$ cat src/rtl/decode_stage.sv
// Fetch-to-execute pipeline register: opcode decode into immediate format, register fields and illegal flag,
// behind a 2-entry skid buffer with a registered in_ready. Optional perf counters under DECODE_PERF_CNT_EN.
module decode_stage #(
  parameter int PC_W = 32
) (
  input  logic            clk,
  input  logic            rst,
  input  logic            flush,
  input  logic            in_valid,
  output logic            in_ready,
  input  logic [31:0]     in_instr,
  input  logic [PC_W-1:0] in_pc,
  output logic            out_valid,
  input  logic            out_ready,
  output logic [31:0]     out_instr,
  output logic [PC_W-1:0] out_pc,
  output logic [2:0]      out_imm_sel,
  output logic            out_uses_imm,
  output logic [4:0]      out_rs1,
  output logic [4:0]      out_rs2,
  output logic [4:0]      out_rd,
  output logic            out_illegal,
  output logic [31:0]     perf_accepted,
  output logic [31:0]     perf_stall
);

  typedef enum logic [2:0] {
    IMM_B    = 3'b000,
    IMM_I    = 3'b001,
    IMM_S    = 3'b010,
    IMM_U    = 3'b011,
    IMM_J    = 3'b100,
    IMM_NONE = 3'b111
  } imm_sel_e;

  typedef struct packed {
    logic [31:0]     instr;
    logic [PC_W-1:0] pc;
    imm_sel_e        imm_sel;
    logic            illegal;
  } entry_t;

  localparam entry_t ENTRY_RST = '{instr: '0, pc: '0, imm_sel: IMM_NONE, illegal: 1'b0};

  entry_t in_entry;
  entry_t main_q, main_d;
  entry_t skid_q, skid_d;
  logic   main_valid, main_valid_d;
  logic   skid_valid, skid_valid_d;
  logic   in_ready_q;
  logic   accept, pop;

  // NOTE: every signal written in a combinational block gets a default first, so no path can infer a latch.
  always_comb begin
    in_entry.instr   = in_instr;
    in_entry.pc      = in_pc;
    in_entry.imm_sel = IMM_NONE;
    in_entry.illegal = 1'b0;
    unique case (in_instr[6:0])
      7'b1100011:                                        in_entry.imm_sel = IMM_B;
      7'b0000011, 7'b0010011, 7'b1100111,
      7'b1110011, 7'b0001111:                            in_entry.imm_sel = IMM_I;
      7'b0100011:                                        in_entry.imm_sel = IMM_S;
      7'b0110111, 7'b0010111:                            in_entry.imm_sel = IMM_U;
      7'b1101111:                                        in_entry.imm_sel = IMM_J;
      7'b0110011:                                        in_entry.imm_sel = IMM_NONE;
      default:                                           in_entry.illegal = 1'b1;
    endcase
    if (in_instr[1:0] != 2'b11) in_entry.illegal = 1'b1;
  end

  assign accept = in_valid & in_ready_q & ~flush;
  assign pop    = main_valid & out_ready;

  always_comb begin
    main_d       = main_q;
    skid_d       = skid_q;
    main_valid_d = main_valid;
    skid_valid_d = skid_valid;
    if (flush) begin
      // Data registers keep stale contents; only the valids matter.
      main_valid_d = 1'b0;
      skid_valid_d = 1'b0;
    end else if (pop) begin
      if (skid_valid) begin
        main_d       = skid_q;
        skid_valid_d = 1'b0;
      end else if (accept) begin
        main_d = in_entry;
      end else begin
        main_valid_d = 1'b0;
      end
    end else if (accept) begin
      if (!main_valid) begin
        main_d       = in_entry;
        main_valid_d = 1'b1;
      end else begin
        skid_d       = in_entry;
        skid_valid_d = 1'b1;
      end
    end
  end

  // NOTE: sequential state uses non-blocking assignments so every flop samples pre-edge values.
  // NOTE: the two entry registers are small and reset fully so outputs read all-zero/none out of reset.
  always_ff @(posedge clk or posedge rst) begin
    if (rst) begin
      main_q     <= ENTRY_RST;
      skid_q     <= ENTRY_RST;
      main_valid <= 1'b0;
      skid_valid <= 1'b0;
      in_ready_q <= 1'b1;
    end else begin
      main_q     <= main_d;
      skid_q     <= skid_d;
      main_valid <= main_valid_d;
      skid_valid <= skid_valid_d;
      in_ready_q <= ~skid_valid_d;
    end
  end

  assign in_ready     = in_ready_q;
  assign out_valid    = main_valid;
  assign out_instr    = main_q.instr;
  assign out_pc       = main_q.pc;
  assign out_imm_sel  = main_q.imm_sel;
  assign out_uses_imm = (main_q.imm_sel != IMM_NONE);
  assign out_rs1      = main_q.instr[19:15];
  assign out_rs2      = main_q.instr[24:20];
  assign out_rd       = main_q.instr[11:7];
  assign out_illegal  = main_q.illegal;

`ifdef DECODE_PERF_CNT_EN
  logic [31:0] accepted_q;
  logic [31:0] stall_q;

  // Counters survive flush; only reset clears them. Natural 32-bit wrap.
  always_ff @(posedge clk or posedge rst) begin
    if (rst) begin
      accepted_q <= '0;
      stall_q    <= '0;
    end else begin
      if (accept)                  accepted_q <= accepted_q + 32'd1;
      if (main_valid & ~out_ready) stall_q    <= stall_q + 32'd1;
    end
  end

  assign perf_accepted = accepted_q;
  assign perf_stall    = stall_q;
`else
  assign perf_accepted = '0;
  assign perf_stall    = '0;
`endif

endmodule

$ cat config.mk
export PLATFORM = sky130hd
export DESIGN_NAME = decode_stage
export DESIGN_NICKNAME = d
export VERILOG_FILES = /design/src/rtl/decode_stage.sv
export SDC_FILE = /design/constraint.sdc
export NUM_CORES = 1
export LEC_CHECK = 0
export BUFFER_PORTS_ARGS = -buffer_cell sky130_fd_sc_hd__buf_2
export CAP_MARGIN = 20
export CORE_UTILIZATION = 55
export CTS_CLUSTER_DIAMETER = 80
export DETAILED_ROUTE_END_ITERATION = 10
export PLACE_DENSITY = 0.87
export SLEW_MARGIN = 20
export SYNTH_ARGS = -nofsm -noshare
export SYNTH_HDL_FRONTEND = slang
export SYNTH_SLANG_ARGS = --single-unit
$ cat constraint.sdc
create_clock -name clk -period 9 [get_ports clk]
set_input_delay 1.8 -clock clk [delete_from_list [all_inputs] [get_ports clk]]
set_output_delay 1.8 -clock clk [all_outputs]
set_load 0.01 [all_outputs]
==> metrics.md <==
| Metric | Value |
|---|---|
| Final setup vio count | 0 |
| DP Worst Slack | 5410 ps |
| Drt first-iter violations | 330 |
| Placer Congestion | 0.778 |
| Vias | 4,676 |
| Routed Wire Length | 12,600 um |
| Largest net degree at the start of global routing | 99 |
| Vias/cell | 5.07 |
| Post-CTS setup buffers | 0 |
| Max VDD drop | 0.166 mV |
| Worst-path fanout max | 72 |
| # H-tree levels | 4 |
| Vias in the first global route | 4,318 |
| Register area share after synthesis | 0.526 |
| Synth Cell Area | 6630 um^2 |
| Count of unique library cells instantiated by Yosys | 40 |
| Worst path required time | 9280 ps |
| Placed Area | 6960 um^2 |
| F_max | 315 MHz |
| Fin. max-slew vios | 0 |
| CTS clk-pin slew, worst paths | 50 ps |
| Core ar. | 11,600 um^2 |
| Overall die height | 112 um |
| Period minus WS final | 3170 ps |
| Crit. End Element | flop |
| Final nets | 835 |
| Gr ovfl total | 0 |
| Clock Latency Late Sink | 400 ps |
| WL/cell | 13.7 um |
| Post-CTS resize count | 0 |
| Critical path, cell by cell | buf_2, nand2_1, nor4b_2, buf_4, mux2_2 |
| Hold Path Class | flop to flop |
| FP Rows | 39 |
| Failing checks | DRC |
| Initial core utilization | 0.573 |
| Leakage | 3.57 nW |
| Setup TNS | 0 ps |
| Port Buffers | 154 |
| Die X | 112 um |
| FFs w/ async S/R, synth | 1.00 |
| Max_cap viols | 0 |
| Startpoint types | input pin |
| Post-Route Skew | 5.90 ps |
| Cts-stage hold buffer count | 0 |
| Fin crit share | 0.352 |
| Area grow syn2layout | 13.8% |
| Root buffer cell | clkbuf_16 |
| Remaining antenna violation count | 0 |
| Register bit total from synthesis | 139 |
| Final Hold Fails | 0 |
| Post-layout util | 0.652 |
| Critical path arrival | 3450 ps |
| Clock buffer depth | 2 |
| CP Class | input pin to flop |
| Worst Max-Slew Pin Slew | 967 ps |
| Fin area | 7540 um^2 |
| Slew headroom | 0.355 |
| PwrDens | 248 nW/um^2 |
| First drt pass iteration count | 7 |
| IO Count | 219 |
| First-pass GRT wire length | 20,700 um |
| CTS tree | done |
| Max incr delay on CP | 760 ps |
| Cts bufs inserted | 17 |
| Avg Cell Area, Syn | 10.3 um^2 |
| Outcome | complete, but fails checks |
| Mapped Cells | 645 |
| Number of synthesized flops with an enable pin | 0 |
| Clk sinks | 139 |
| Top_reg_cell synth | dfrtp_1 |
| RSZ-0062 raised after global routing | false |
| Yosys warns | 0 |
| Die area | 12,500 um^2 |
| Slack of the critical path | 5830 ps |
| Global-route usage over all layers | 0.213 |
| Share of cells above drive strength 1 | 0.339 |
| Initial antenna violation count | 1 |
| CP top delay family | buffers and inverters |
| DRC violations left | 21 |
| CP Buf/Inv Count | 2 |
| DP HPWL | 8160 um |
| Total power | 0.00187 W |
| Slowest cell on crit path | buf_4 |
-- Yosys cell counts, types with 2 or more instances --
library cell	instances	share of area
inv_1	7	0.0040
o22ai_1	2	0.0019
o21ai_0	3	0.0023
nand3_1	3	0.0023
nor4_1	3	0.0028
and3_1	2	0.0019
clkbuf_1	15	0.0085
clkbuf_8	2	0.0042
nand2_1	128	0.072
a21oi_1	9	0.0068
nor3_1	2	0.0015
dfrtp_1	132	0.50
mux2_2	64	0.11
buf_2	5	0.0038
nor2_1	76	0.043
buf_4	82	0.093
dfstp_2	7	0.028
nor2b_1	2	0.0019
a31oi_1	65	0.061
buf_6	16	0.027
-- final timing paths --
kind | start | to | slack (ps) | cells after the start
setup / recovery | in_valid | skid_q[53] | 5830 | 5
hold / removal | skid_q[2] | skid_q[2] | 500 | 2
setup reg to reg | out_valid | out_illegal | 6770 | 5
hold reg to reg | skid_q[2] | skid_q[2] | 500 | 2
max in group asynchronous | rst | out_pc[12] | 6180 | 3
min in group asynchronous | rst | out_pc[19] | 1450 | 2
-- area by class of cell --
type                       instances  area, um^2
fill                             950        4020
sequential                       139        3490
clock inverter                     9         120
multi-input combinational        441        2450
inverter                           7        31.3
timing repair buffer             160         816
tap                              143         179
antenna                            1        2.50
clock buffer                      23         458
-- tightest hold or removal path: cells and delay by family, from the launching register on --
kind / cells / cell delay, ps
flip-flops: 1 / 360
AND/OR/NAND/NOR: 1 / 90
AO/OA/AOI/OAI: 1 / 50
-- cell usage in the layout, fill, tap and decap left out, types with 2 or more instances in the layout --
| master | instances |
|---|---|
| nand3_1 | 2 |
| bufinv_16 | 3 |
| a31oi_1 | 65 |
| nor3_1 | 2 |
| mux2_2 | 64 |
| o22ai_1 | 2 |
| clkinv_2 | 6 |
| a21oi_1 | 9 |
| clkbuf_1 | 5 |
| nor4_1 | 3 |
| buf_2 | 154 |
| dfstp_2 | 7 |
| conb_1 | 64 |
| nor2_1 | 76 |
| dfrtp_1 | 132 |
| inv_1 | 6 |
| nand2_1 | 128 |
| nor2b_1 | 2 |
| buf_4 | 6 |
| clkbuf_16 | 17 |
| o21ai_0 | 3 |
-- routing by layer --
layer	vias up	global-route usage	wire, um
li1	2265	-	-
met1	2213	0.264	5390
met2	173	0.338	6140
met3	25	0.0528	726
met4	0	0.125	358
met5	-	0	0
-- registers in the layout (all words and copies together) (netlist names) --
register     count
skid_q          68
out_instr       32
out_pc          32
out_imm_sel      3
in_ready         1
out_illegal      1
out_valid        1
skid_valid       1
-- power breakdown --
group	switching, W	internal [W]
combinational	0.000171	0.000162
clock	0.000242	0.000440
sequential	0.0000787	0.000774
-- cell families after synthesis --
group | synth area share
and+or+nand+nor | 0.133
DFF | 0.526
buffers and inverters | 0.143
AOI/OAI and AO/OA | 0.0842
muxes | 0.110
adders and majority gates | 0.00151
other | 0.000566
xor gates and xnor gates | 0.00132
-- through the flow --
step / instances / hold slack [ps]
2_1_floorplan: 708 / 479
3_3_place_gp: 890 / 489
3_5_place_dp: 890 / 494
4_1_cts: 922 / 502
5_1_grt: 923 / 521
6_report: 923 / 499
Note: power is estimated with default switching activity, not from simulation.
